$ cat config.mk
export PLATFORM = sky130hd
export DESIGN_NAME = mult_datapath
export DESIGN_NICKNAME = d
export VERILOG_FILES = /design/src/rtl/mult_pkg.sv /design/src/rtl/mult_addsub9.sv /design/src/rtl/mult_datapath.sv
export SDC_FILE = /design/constraint.sdc
export NUM_CORES = 1
export LEC_CHECK = 0
export BUFFER_PORTS_ARGS = -buffer_cell sky130_fd_sc_hd__buf_2
export CORE_MARGIN = 2
export CORE_UTILIZATION = 48
export CTS_CLUSTER_SIZE = 24
export DETAILED_ROUTE_END_ITERATION = 16
export PLACE_DENSITY = 0.8
export SKIP_LAST_GASP = 1
export SYNTH_ARGS = -nofsm -noshare
export SYNTH_HDL_FRONTEND = slang
export SYNTH_SLANG_ARGS = --single-unit
export TNS_END_PERCENT = 50
$ cat constraint.sdc
create_clock -name Clk -period 1.89 [get_ports Clk]
set_input_delay 0.2835 -clock Clk [delete_from_list [all_inputs] [get_ports Clk]]
set_output_delay 0.2835 -clock Clk [all_outputs]
set_load 0.005 [all_outputs]
$ cat src/rtl/mult_pkg.sv
// rtl/mult_pkg.sv - shared width default, command encoding and strobe decode helpers
package mult_pkg;

  localparam int MULT_W = 8;

  typedef enum logic [2:0] {
    CMD_NONE,
    CMD_CLRLD,
    CMD_CLRA,
    CMD_ADD,
    CMD_SUB,
    CMD_SHIFT
  } cmd_e;

  // Strobe priority: Clr_Ld > Clear_A > Sub > Add > Shift
  function automatic cmd_e encode_cmd(input logic clr_ld, input logic clear_a,
                                      input logic add, input logic sub,
                                      input logic shift);
    cmd_e c;
    c = CMD_NONE;
    if (clr_ld)       c = CMD_CLRLD;
    else if (clear_a) c = CMD_CLRA;
    else if (sub)     c = CMD_SUB;
    else if (add)     c = CMD_ADD;
    else if (shift)   c = CMD_SHIFT;
    return c;
  endfunction

  function automatic logic multi_strobe(input logic [4:0] strobes);
    return $countones(strobes) > 1;
  endfunction

endpackage

$ cat src/rtl/mult_addsub9.sv
// rtl/mult_addsub9.sv - (W+1)-bit sign-extended add/subtract of a and s
module mult_addsub9
  import mult_pkg::*;
#(
  parameter int W = MULT_W
) (
  input  logic [W-1:0] a,
  input  logic [W-1:0] s,
  input  logic         sub,
  output logic [W:0]   sum
);

  logic [W:0] a_ext;
  logic [W:0] s_ext;

  assign a_ext = {a[W-1], a};
  assign s_ext = {s[W-1], s};
  assign sum   = sub ? (a_ext - s_ext) : (a_ext + s_ext);

endmodule

$ cat src/rtl/mult_datapath.sv
// rtl/mult_datapath.sv - X:A:B register chain of the shift-add multiplier; MULT_STEP_CNT_EN adds Step_Cnt/Done
module mult_datapath
  import mult_pkg::*;
#(
  parameter int W = MULT_W
) (
  input  logic         Clk,
  input  logic         Reset_n,
  input  logic         Clr_Ld,
  input  logic         Clear_A,
  input  logic         Add,
  input  logic         Sub,
  input  logic         Shift,
  input  logic [W-1:0] S,
  output logic         M,
  output logic         X,
  output logic [W-1:0] Aval,
  output logic [W-1:0] Bval,
  output logic         Cmd_Err
`ifdef MULT_STEP_CNT_EN
  ,
  output logic [$clog2(W+1)-1:0] Step_Cnt,
  output logic                   Done
`endif
);

  cmd_e       cmd;
  logic       illegal;
  logic       shift_blocked;
  logic [W:0] sum;

  assign cmd     = encode_cmd(Clr_Ld, Clear_A, Add, Sub, Shift);
  assign illegal = multi_strobe({Clr_Ld, Clear_A, Sub, Add, Shift});
  assign M       = Bval[0];

  mult_addsub9 #(.W(W)) u_addsub (
    .a   (Aval),
    .s   (S),
    .sub (cmd == CMD_SUB),
    .sum (sum)
  );

`ifdef MULT_STEP_CNT_EN
  localparam int CW = $clog2(W + 1);
  localparam logic [CW-1:0] STEP_MAX = CW'(W);

  assign Done          = (Step_Cnt == STEP_MAX);
  // Once all W steps are done, further shifts would corrupt the product
  assign shift_blocked = (cmd == CMD_SHIFT) && Done;

  always_ff @(posedge Clk or negedge Reset_n) begin
    if (!Reset_n) begin
      Step_Cnt <= '0;
    end else if (cmd == CMD_CLRLD || cmd == CMD_CLRA) begin
      Step_Cnt <= '0;
    end else if (cmd == CMD_SHIFT && !shift_blocked) begin
      Step_Cnt <= Step_Cnt + CW'(1);
    end
  end
`else
  assign shift_blocked = 1'b0;
`endif

  always_ff @(posedge Clk or negedge Reset_n) begin
    if (!Reset_n) begin
      X       <= 1'b0;
      Aval    <= '0;
      Bval    <= '0;
      Cmd_Err <= 1'b0;
    end else begin
      Cmd_Err <= illegal | shift_blocked;
      case (cmd)
        CMD_CLRLD: begin
          X    <= 1'b0;
          Aval <= '0;
          Bval <= S;
        end
        CMD_CLRA: begin
          X    <= 1'b0;
          Aval <= '0;
        end
        CMD_ADD, CMD_SUB: begin
          X    <= sum[W];
          Aval <= sum[W-1:0];
        end
        CMD_SHIFT: begin
          if (!shift_blocked) begin
            Aval <= {X, Aval[W-1:1]};
            Bval <= {Aval[0], Bval[W-1:1]};
          end
        end
        default: ;
      endcase
    end
  end

endmodule

* Word level (Yosys, flattened, before mapping)
Index checks and enable logic that the tools add are counted. Widths: inputs -> output; s select.
Storage, ports and cells: bits in registers 18, bits of input ports 15, output and inout bits 19, word-level logic and storage cells 30
Operators by class: $add $sub $neg 6, magnitude comparators 1, equality and inequality tests 5, muxes and demuxes 9, reduce and logical (&&, ||, !) cells 5
Operators by type and width (number):
- $pmux 8 s3 | 1
- $pmux 8 s2 | 1
- $mux 3 | 5
- $add 8x8->9 | 1
- $mux 9 | 1
- $sub 8x8->9 | 1
- $eq 3x2->1 const B | 2
- $eq 3x3->1 const B | 2
- $add 1x1->2 | 2
- $add 3x1->4 | 1
- $gt 4x1->1 const B | 1
- $reduce_bool 2->1 | 2
- $reduce_or 2->1 | 2
- $add 2x2->3 | 1
- $eq 3x1->1 const B | 1
- $reduce_bool 3->1 | 1
- $pmux 1 s2 | 1

* Logic depth before layout (Yosys ltp)
Gate-level depths: netlist of run 1.
depth in word-level cells 8, gate-level depth with buffers 12, depth with buffers taken out 12

* By module
Synthesis of run 1 repeated with hierarchy kept, for this count alone.
Unflattened totals: cell total of the unflattened synthesis 157, area total of the unflattened synthesis 1481.4 um2
Modules (own cells, without submodules):
- mult_datapath | times used 1, cells an instance 90, area each 964.7 um2, sequential area each 450.4 um2
- mult_addsub9 | times used 1, cells an instance 67, area each 516.7 um2, sequential area each 0.0 um2

* Worst setup path after synthesis of run 1
OpenSTA, ideal clock, no wires.
path type input to register, start point in S[0], end point reg X, arrival 2.262 ns, data required time 1.751 ns, slack -0.511 ns, stages on the path 12, buffers on the path 0, cells stage by stage inv_1 -> ha_1 -> nor3b_1 -> nor2_1 -> xnor2_1 -> ha_1 -> and3_4 -> a2111oi_4 -> o21bai_2 -> a21oi_2 -> xnor2_1 -> o21ai_1
On the way: word-level cells in the longest chain between the ends 3, elaborated cells on any way between the ends 4, those cells by class add/sub (2); mux (2)
RTL lines:
- start, declared | RTL line mult_datapath.sv:14 | input logic [W-1:0] S,
- $add 8x8->9 or $sub 8x8->9 (tied branches) | RTL line mult_addsub9.sv:18 | assign sum = sub ? (a_ext - s_ext) : (a_ext + s_ext);
- $mux 9 (*) | RTL line mult_addsub9.sv:18
- $pmux 1 s2 (*) | RTL line mult_datapath.sv:72 | case (cmd)
- end signal, assigned | RTL line mult_datapath.sv:83 | X <= sum[W];
- end, declared | RTL line mult_datapath.sv:16 | output logic X,
Every way passes the cells marked *; elsewhere a longest branch is shown, timed or not. A chain may end at the register's enable or synchronous reset.

* Worst setup path after layout of run 1
start point reg Aval[0], end point reg X
On the way: word-level cells in the longest chain between the ends 3, elaborated cells on any way between the ends 4, those cells by class add/sub (2); mux (2)
RTL lines:
- start, declared | RTL line mult_datapath.sv:17 | output logic [W-1:0] Aval,
- start signal, assigned | RTL line mult_datapath.sv:84 | Aval <= sum[W-1:0];
- start signal, assigned | RTL line mult_datapath.sv:88 | Aval <= {X, Aval[W-1:1]};
- $add 8x8->9 or $sub 8x8->9 (tied branches) | RTL line mult_addsub9.sv:18
- $mux 9 (*) | RTL line mult_addsub9.sv:18
- $pmux 1 s2 (*) | RTL line mult_datapath.sv:72
Marks and branches as above.

==> results of run 1 <==
[path summary, 6_finish.rpt]
kind	to	cells past startpoint	slack, ns
hold / removal	Cmd_Err$_DFF_PN0_	3	0.25
setup reg to reg	X$_DFFE_PN0P_	10	-0.35
min in group asynchronous	Aval[4]$_DFFE_PN0P_	2	0.44
hold reg to reg	Bval[6]$_DFFE_PN0P_	2	0.53
max in group asynchronous	Bval[0]$_DFFE_PN0P_	2	1.15
setup / recovery	X$_DFFE_PN0P_	10	-0.35
[final cells by class]
class	count	share of cell area (%)
Sequential cell	18	21.8
Multi-Input combinational cell	120	49.9
Clock buffer	3	1.09
Timing Repair Buffer	71	23.0
Tap cell	31	1.87
Inverter	12	2.30
[power by group]
group | internal (mW) | total (mW) | switching, mW
clock | 0.0745 | 0.202 | 0.128
sequential | 0.425 | 0.465 | 0.0396
combinational | 0.314 | 0.616 | 0.302
[critical path, delay by kind of cell, from the launching register on]
| family | cells | cell delay [ns] |
|---|---|---|
| compound gates | 5 | 0.94 |
| flops | 1 | 0.43 |
| fa+ha+maj | 2 | 0.50 |
| buf+inv | 2 | 0.13 |
| xor+xnor | 1 | 0.13 |
[metal layers]
metal  routed length [µm]  GRT usage, %  vias to the layer above
li1                     -             -                      698
met1                 1610          30.3                      720
met2                 2260          50.9                       72
met3                  260          3.08                       13
met4                  131          13.3                        0
met5                    0             0                        -
[what timing repair did]
| item | 4_1_cts | 5_1_grt |
|---|---|---|
| gates resized for setup | 14 | 9 |
| endpoints found under the setup margin | 6 | 6 |
| endpoints found under the hold margin | 18 | 0 |
| pin swaps | 16 | 14 |
| setup buffers | 8 | 0 |
| hold buffers | 1 | 0 |
[sequential cells by signal, indices dropped and copies added (netlist names)]
signal / flops
Cmd_Err: 1
X: 1
Bval: 8
Aval: 8
[synth_stat cells (all sizes together), types with 2 or more instances]
library cell	number
xnor2	10
inv	12
dfrtp	18
nor2	8
a21oi	13
nand3	2
buf	2
a2111oi	2
nor4b	2
nor3	8
clkbuf	2
o21ai	12
mux2i	12
nand2	11
nor2b	3
ha	10
nor3b	3
o22ai	5
and3	2
o21a	2
fa	2
o31a	2
[kinds of logic after synthesis]
logic type	Yosys count	share of synthesized area [%]
buffers and inverters	16	4.49
AND/OR/NAND/NOR	43	16.8
XOR/XNOR	11	6.78
AO/OA/AOI/OAI	42	20.2
adder cells (fa/ha/maj)	12	11.6
flip-flops	18	31.7
multiplexers	12	8.45
[through the flow]
step,setup WS (ns),power [mW],std cells
floorplan,-0.392,0.772,154
global placement,-0.549,0.970,243
detailed placement,-0.589,0.997,243
CTS,-0.260,1.23,255
global route,-0.453,1.35,255
finish,-0.346,1.28,255
==> key figures, run 1 <==
Cells and area
  – Post-Layout Inst Area: 2070 µm²
  – Layout cells sized above 1: 44.2%
  – Footprint of the multi-input gates: 1030 µm²
  – Most frequent cells in the layout: buf_4, buf_2, dfrtp_1
  – Core Util, Final: 74.4%
  – Reg area: 450 µm²
  – Nets: 253
  – # diodes: 0
  – # fillers: 191
  – Most common cell after layout, fill and taps aside: buf_4
  – Layout area overhead: 45.6%

Placed design
  – Routability cong.: 0.961
  – HPWL Detailed: 2.95 mm
  – IO buf count: 33
  – Placed instance area: 1870 µm²

Clock tree
  – Clock transition at path regs: 0.11 ns
  – TritonCTS clock tree: yes
  – Root Driver: clkbuf_4
  – Clk_lat worst skew: 0.30 ns
  – H-Tree Depth: 1
  – CTS Buf Count: 3
  – Sink Count: 18
  – Worst-case clock buffer depth: 2

Pwr
  – Max rail drop VDD: 0.685 mV
  – Leak Pwr: 1.03 nW
  – PwrDens: 620 nW/µm²

Run
  – Max_cap viols: 0

Timing
  – Worst-Margin Slew: 1.09 ns
  – Final setup TNS: -1.52 ns
  – Max Clk Rate: 447 MHz
  – Worst hold slack: 0.251 ns
  – Final hold viol count: 0
  – Final Skew: 0.00335 ns
  – RSZ-0062 raised after global routing: yes
  – Fin worst setup slack: -0.346 ns
  – Final Max Tran Viols: 0
  – Rel. slew slack: 27.2%
  – Period utilization: 118%
  – Tmin final: 2.24 ns
  – Setup violations, final: 6

Die
  – Starting density of the core: 51.1%
  – Die H: 58.4 µm
  – Num rows: 19
  – DIE WIDTH: 58.4 µm
  – I/O pin count: 34
  – Core ar.: 2780 µm²
  – Die area: 3410 µm²

Logic synthesis
  – Area contributors post-synth: dfrtp_1, ha_1, mux2i_1, xnor2_1, a21oi_1
  – Cells after synthesis: 154
  – Synth async-reset ratio: 100%
  – Syn avg cell area: 9.23 µm²
  – Yosys reg bits: 18
  – Syn Std Cell Area: 1420 µm²
  – Number of enable flip-flop cells after synthesis: 0
  – Leading area contributor after synthesis: dfrtp_1
  – Sequential fraction of the synthesis area: 31.7%
  – Top FF cell, synth: dfrtp_1
  – Ys Warns: 0
  – Share of the synthesized area in the top cell type: 31.7%
  – Syn_nets: 181
  – Cell variety after synth: 39

Worst hold path
  – Hold Crit Start: Add
  – HP Class: input port to flip-flop

Status
  – Status: finished with violations
  – Failing checks: negative setup slack

Critical path
  – Crit path launch: Aval[0]$_DFFE_PN0P_
  – Worst path cell trace: inv_2 > ha_4 > inv_2 > fa_2 > a21o_1 > a2111oi_4 > o21bai_2 > a21oi_2 > xnor2_1 > o21ai_1
  – Slowest stage delay, CP: 0.43 ns
  – CP endpoint kind: flip-flop
  – Critical Path RT: 2.09 ns
  – Critical path arrival: 2.44 ns
  – Most Frequent Cell on Critical Path: inv_2
  – CP Max Fanout: 2
  – Worst r2r src: Aval[0]$_DFFE_PN0P_
  – Critical path class: flip-flop to flip-flop
  – Startpoint types: flip-flop
  – CP max stage cell: dfrtp_1

Drt
  – Post-DRT Antenna Nets: 0
  – Wire per inst: 16.7 µm
  – Pre-Repair DR Iteration Count: 4
  – DR iter-0 viols: 61
  – Total number of vias: 1,503
  – Vias per cell: 5.89
  – WL final: 4.26 mm
  – Drc violations: 0

Global routing
  – Via count of the first global-routing pass: 1,457
  – Total global-route track usage: 27.3%
  – Largest net degree at the start of global routing: 19
  – Gr ovfl total: 0
  – Antenna violations before repair: 0
  – First-pass GRT wire length: 6.87 mm
Note: power is estimated with default switching activity, not from simulation.
==> run 2: changes to the inputs <==
--- a/config.mk
+++ b/config.mk
@@ -5,7 +5,7 @@
 export SDC_FILE = /design/constraint.sdc
 export NUM_CORES = 1
 export LEC_CHECK = 0
-export BUFFER_PORTS_ARGS = -buffer_cell sky130_fd_sc_hd__buf_2
+export BUFFER_PORTS_ARGS = -buffer_cell sky130_fd_sc_hd__buf_4
 export CORE_MARGIN = 2
 export CORE_UTILIZATION = 48
 export CTS_CLUSTER_SIZE = 24
==> run 2 against run 1 <==
The flow still finishes with violations (negative setup slack); clock power increased by 26%; global-route usage is 0.12 points lower; clock skew is 0.0011 ns lower; critical path depth increased by 2; cell count grew 2.0%; sequential power about the same; hold slack lost 0.038 ns; clock-buffer cell count is 1 higher; via count about the same; sequential cell count unchanged; register-to-register slack is essentially flat.
==> key figures, run 2 (synthesis gave the netlist of run 1 again) <==
Drt
  – Wire per inst: 17.5 µm
  – WL met3: 230 µm
  – Pre-Repair DR Iteration Count: 4
  – Met1 Wirelength: 1.85 mm
  – DR iter-0 viols: 48
  – Post-DRT Antenna Nets: 0
  – Total number of vias: 1,502
  – Vias per cell: 5.78
  – DR top layer: met4
  – DR WL met2: 2.34 mm
  – WL final: 4.56 mm
  – Drc violations: 0

Global routing
  – Via count of the first global-routing pass: 1,563
  – First-pass GRT wire length: 7.03 mm
  – Gr ovfl total: 0
  – Antenna violations before repair: 0
  – Total global-route track usage: 27.1%
  – Largest net degree at the start of global routing: 19

Die
  – Starting density of the core: 51.1%
  – DIE WIDTH: 58.4 µm
  – Die area: 3410 µm²
  – I/O pin count: 34
  – Core ar.: 2780 µm²
  – Num rows: 19
  – Die H: 58.4 µm

Placed design
  – Routability cong.: 0.850
  – Inst Count DP: 244
  – IO buf count: 33
  – HPWL Detailed: 3.01 mm
  – Placed instance area: 1960 µm²

Pwr
  – Max rail drop VDD: 0.729 mV
  – PwrDens: 633 nW/µm²
  – Leak Pwr: 1.08 nW

Cells and area
  – Regs by FF count: Aval (8), Bval (8)
  – Most frequent cells in the layout: buf_4, dfrtp_1, nand2_1, mux2i_1, xnor2_1
  – Most common cell after layout, fill and taps aside: buf_4
  – # fillers: 175
  – # diodes: 0
  – Layout Cells excl Fill: 260
  – Nets: 257
  – Layout cells sized above 1: 47.2%
  – Post-Layout Inst Area: 2230 µm²
  – Layout area overhead: 57.0%

Critical path
  – Critical path arrival: 2.47 ns
  – Critical Path RT: 2.09 ns
  – Startpoint types: input port
  – CP Max Fanout: 4
  – Critical path class: input port to flip-flop
  – CP endpoint kind: flip-flop

Timing
  – Setup violations, final: 6
  – Worst-Margin Slew: 1.04 ns
  – Max Clk Rate: 441 MHz
  – Fin worst setup slack: -0.377 ns
  – Final Skew: 0.00229 ns
  – RSZ-0062 raised after global routing: yes
  – Rel. slew slack: 30.2%
  – Final hold viol count: 0
  – Tmin final: 2.27 ns
  – Final Max Tran Viols: 0
  – Period utilization: 120%

Status
  – Status: finished with violations
  – Failing checks: negative setup slack

Clock tree
  – Clk_lat worst skew: 0.31 ns
  – Sink Count: 18
  – Root Driver: clkbuf_4
  – TritonCTS clock tree: yes
  – Clock transition at path regs: 0.11 ns
  – CTS Buf Count: 3
  – H-Tree Depth: 1
  – Worst-case clock buffer depth: 2

Run
  – Max_cap viols: 0

Worst hold path
  – HP Class: input port to flip-flop
## run 2: area by class of cell
class | instances | area, µm² | share of cell area, %
Multi-Input combinational cell | 120 | 1070 | 47.9
Tap cell | 31 | 38.8 | 1.74
Sequential cell | 18 | 450 | 20.2
Inverter | 12 | 50.0 | 2.24
Clock buffer | 4 | 36.3 | 1.63
Timing Repair Buffer | 75 | 588 | 26.3
## run 2: repair_timing
item	CTS	global route
endpoints found under the setup margin	6	6
gates cloned	0	0
pin swaps	11	15
hold buffers	1	0
resized for setup	10	19
hold endpoints to repair	18	0
setup buffers	5	6
## run 2: final timing paths
kind,endpoint,startpoint,slack (ns),depth (start not counted)
setup / recovery,X$_DFFE_PN0P_,Clear_A,-0.38,12
hold / removal,Cmd_Err$_DFF_PN0_,Add,0.21,3
setup reg to reg,X$_DFFE_PN0P_,Aval[0]$_DFFE_PN0P_,-0.36,10
hold reg to reg,Bval[4]$_DFFE_PN0P_,Bval[4]$_DFFE_PN0P_,0.53,2
max in group asynchronous,Aval[7]$_DFFE_PN0P_,Reset_n,1.31,2
min in group asynchronous,Aval[1]$_DFFE_PN0P_,Reset_n,0.38,2
## run 2: critical path: stages
cell,delay [ns]
buf_6,0.10
nor3b_4,0.21
buf_4,0.17
nor2_1,0.05
xnor2_1,0.21
ha_1,0.32
a21o_1,0.23
a2111oi_4,0.40
o21bai_2,0.10
a21oi_2,0.15
xnor2_1,0.14
o21ai_1,0.10
## run 2: per-stage QoR
stage	hold WS (ns)	setup TNS (ns)	power, mW	util, %	worst slack, ns
CTS	0.208	-0.872	1.32	74.9	-0.296
global route	0.219	-1.87	1.49	80.3	-0.489
finish	0.213	-1.25	1.41	80.3	-0.377
floorplan	-0.0121	-1.41	0.772	-	-0.392
detailed placement	0.167	-3.15	1.03	70.3	-0.669
global placement	0.164	-2.54	1.00	70.3	-0.551
## run 2: power by group
group / internal, mW / total, mW / switching, mW
clock network: 0.118 / 0.255 / 0.137
registers: 0.425 / 0.465 / 0.0398
logic: 0.365 / 0.693 / 0.328
total: 0.908 / 1.41 / 0.505
## run 2: per-layer routing
metal	GRT usage (%)	vias to the layer above
li1	-	706
met1	32.2	727
met2	46.2	53
met3	5.05	16
met4	14.6	0
met5	0	-
==> run 3: changes to the inputs <==
--- a/config.mk
+++ b/config.mk
@@ -10,6 +10,7 @@
 export CORE_UTILIZATION = 48
 export CTS_CLUSTER_SIZE = 24
 export DETAILED_ROUTE_END_ITERATION = 16
+export GPL_TIMING_DRIVEN = 0
 export PLACE_DENSITY = 0.8
 export SKIP_LAST_GASP = 1
 export SYNTH_ARGS = -nofsm -noshare
==> run 3 against run 2 <==
The run still ends with negative setup slack left; cell count is 9.2% lower; global-route usage down 2.1 points; sequential power barely moved; worst setup slack gained 0.0040 ns; sequential cell count stayed put; total power is 7.0% lower; critical path type is now flip-flop to flip-flop; core utilization decreased by 8.0 points; critical path depth fell by 2; non-clock buffer count shrank 24; clock power hardly changed; clock-buffer cell count unchanged; largest cell class unchanged; combinational power shrank 15%.
==> key figures, run 3 (synthesis gave the netlist of run 1 again) <==
Critical path
  – Critical path class: flip-flop to flip-flop
  – Critical path arrival: 2.44 ns
  – CP Max Fanout: 2
  – Startpoint types: flip-flop
  – Critical Path RT: 2.06 ns
  – CP endpoint kind: flip-flop

Drt
  – WL final: 3.92 mm
  – Post-DRT Antenna Nets: 0
  – Drc violations: 0
  – Total number of vias: 1,429
  – Vias per cell: 6.06
  – Wire per inst: 16.6 µm
  – DR iter-0 viols: 97
  – Pre-Repair DR Iteration Count: 4

Die
  – I/O pin count: 34
  – Starting density of the core: 51.1%
  – Core ar.: 2780 µm²
  – DIE WIDTH: 58.4 µm
  – Num rows: 19
  – Die area: 3410 µm²
  – Die H: 58.4 µm

Pwr
  – Sw Share: 35.3%
  – Reg power frac: 35.6%
  – Leak Pwr: 0.945 nW
  – Switching pwr: 464 µW
  – Int Pwr: 850 µW
  – Max rail drop VDD: 0.447 mV
  – Combinational share of power: 45.1%
  – PwrDens: 654 nW/µm²
  – Clock share of power: 19.4%

Global routing
  – Largest net degree at the start of global routing: 19
  – Total global-route track usage: 25.1%
  – Met1 Use GR: 30.3%
  – Met2 usage: 44.5%
  – Met3 usage in global routing: 4.18%
  – Gr ovfl total: 0
  – Antenna violations before repair: 0
  – First-pass GRT wire length: 6.58 mm
  – Via count of the first global-routing pass: 1,453
  – Top Usage Layer GRT: met2

Clock tree
  – Worst-case clock buffer depth: 2
  – Clock transition at path regs: 0.12 ns
  – Sink Count: 18
  – TritonCTS clock tree: yes
  – H-Tree Depth: 1
  – Root Driver: clkbuf_4
  – Clk_lat worst skew: 0.30 ns
  – CTS Buf Count: 3

Timing
  – Final Max Tran Viols: 0
  – RSZ-0062 raised after global routing: yes
  – Fin worst setup slack: -0.373 ns
  – Final Skew: 0.000926 ns
  – Tmin final: 2.26 ns
  – Period utilization: 120%
  – Final setup TNS: -1.36 ns
  – Max Clk Rate: 442 MHz
  – Final hold viol count: 0
  – Setup violations, final: 6
  – Rel. slew slack: 53.9%
  – Worst-Margin Slew: 0.687 ns

Placed design
  – Placed instance area: 1750 µm²
  – IO buf count: 33
  – Routability cong.: 0.858
  – HPWL Detailed: 2.70 mm

Worst hold path
  – HP Class: input port to flip-flop

Cells and area
  – # diodes: 0
  – Nets: 233
  – Layout cells sized above 1: 37.1%
  – Regs by FF count: Aval (8), Bval (8)
  – Most common cell after layout, fill and taps aside: buf_4
  – Post-Layout Inst Area: 2010 µm²
  – Most frequent cells in the layout: buf_4, dfrtp_1, a21oi_1, nand2_1, mux2i_1
  – Layout area overhead: 41.4%

Run
  – Max_cap viols: 0

Status
  – Failing checks: negative setup slack
  – Status: finished with violations
run 3: changes by cell type in the layout (fill, tap and decap cells not counted), moves of 2 or more:
cell | previous run | this run
a21oi_1 | 9 | 11
a21oi_2 | 4 | 2
buf_12 | 0 | 2
buf_4 | 68 | 44
buf_6 | 6 | 1
clkbuf_1 | 0 | 2
ha_2 | 0 | 2
nor3_1 | 5 | 7
nor3_2 | 3 | 1
xnor2_1 | 10 | 8
xnor2_2 | 0 | 2
run 3: worst max-delay path, cell delays in order, from the launching register on:
cell and delay [ns]:
dfrtp_1 0.42, inv_2 0.08, ha_4 0.13, inv_2 0.04, fa_2 0.36, a21o_1 0.24
a2111oi_4 0.40, o21bai_2 0.10, a21oi_2 0.17, xnor2_1 0.13, o21ai_1 0.07
run 3: area by class of cell:
class,count,area (µm²)
multi-input combinational,120,1030
inverter,12,50.0
sequential,18,450
timing repair buffer,47,384
clock buffer,4,36.3
fill,210,772
buffer,4,18.8
tap,31,38.8
run 3: per-stage QoR:
stage	worst slack [ns]	cells	util [%]	hold WS (ns)	total power, mW
floorplan	-0.392	154	-	-0.0121	0.772
global placement	-0.731	218	62.9	0.167	0.927
detailed placement	-0.810	218	62.9	0.176	0.952
CTS	-0.372	234	70.3	0.236	1.26
global route	-0.449	236	72.2	0.218	1.40
finish	-0.373	236	72.2	0.259	1.31
run 3: metal layers:
| layer | routed length (µm) | up-vias | share of wire (%) |
|---|---|---|---|
| met2 | 2030 | 61 | 52 |
| met4 | 69 | 0 | 1.8 |
| met1 | 1610 | 696 | 41 |
| met3 | 212 | 12 | 5.4 |
| li1 | - | 660 | - |
| met5 | 0 | - | 0 |
run 3: repair_timing:
| item | CTS | global route |
|---|---|---|
| hold buffers | 1 | 0 |
| gates resized for setup | 19 | 5 |
| pin swaps | 16 | 9 |
| setup endpoints to repair | 6 | 6 |
| buffers inserted | 11 | 2 |
| endpoints found under the hold margin | 18 | 0 |
run 3: power by group through the flow:
stage	combinational, mW	clock (mW)	sequential, mW
floorplan	0.303	0	0.469
global placement	0.456	0	0.471
detailed placement	0.478	0	0.474
CTS	0.535	0.257	0.467
global route	0.642	0.281	0.475
finish	0.592	0.254	0.468
run 3: path summary, 6_finish.rpt:
kind	slack, ns	to	from	depth (start not counted)
setup / recovery	-0.37	X$_DFFE_PN0P_	Aval[0]$_DFFE_PN0P_	10
hold / removal	0.26	Cmd_Err$_DFF_PN0_	Add	3
setup reg to reg	-0.37	X$_DFFE_PN0P_	Aval[0]$_DFFE_PN0P_	10
hold reg to reg	0.53	Bval[1]$_DFFE_PN0P_	Bval[1]$_DFFE_PN0P_	2
max in group asynchronous	1.30	Aval[6]$_DFFE_PN0P_	Reset_n	2
min in group asynchronous	0.38	Aval[2]$_DFFE_PN0P_	Reset_n	2
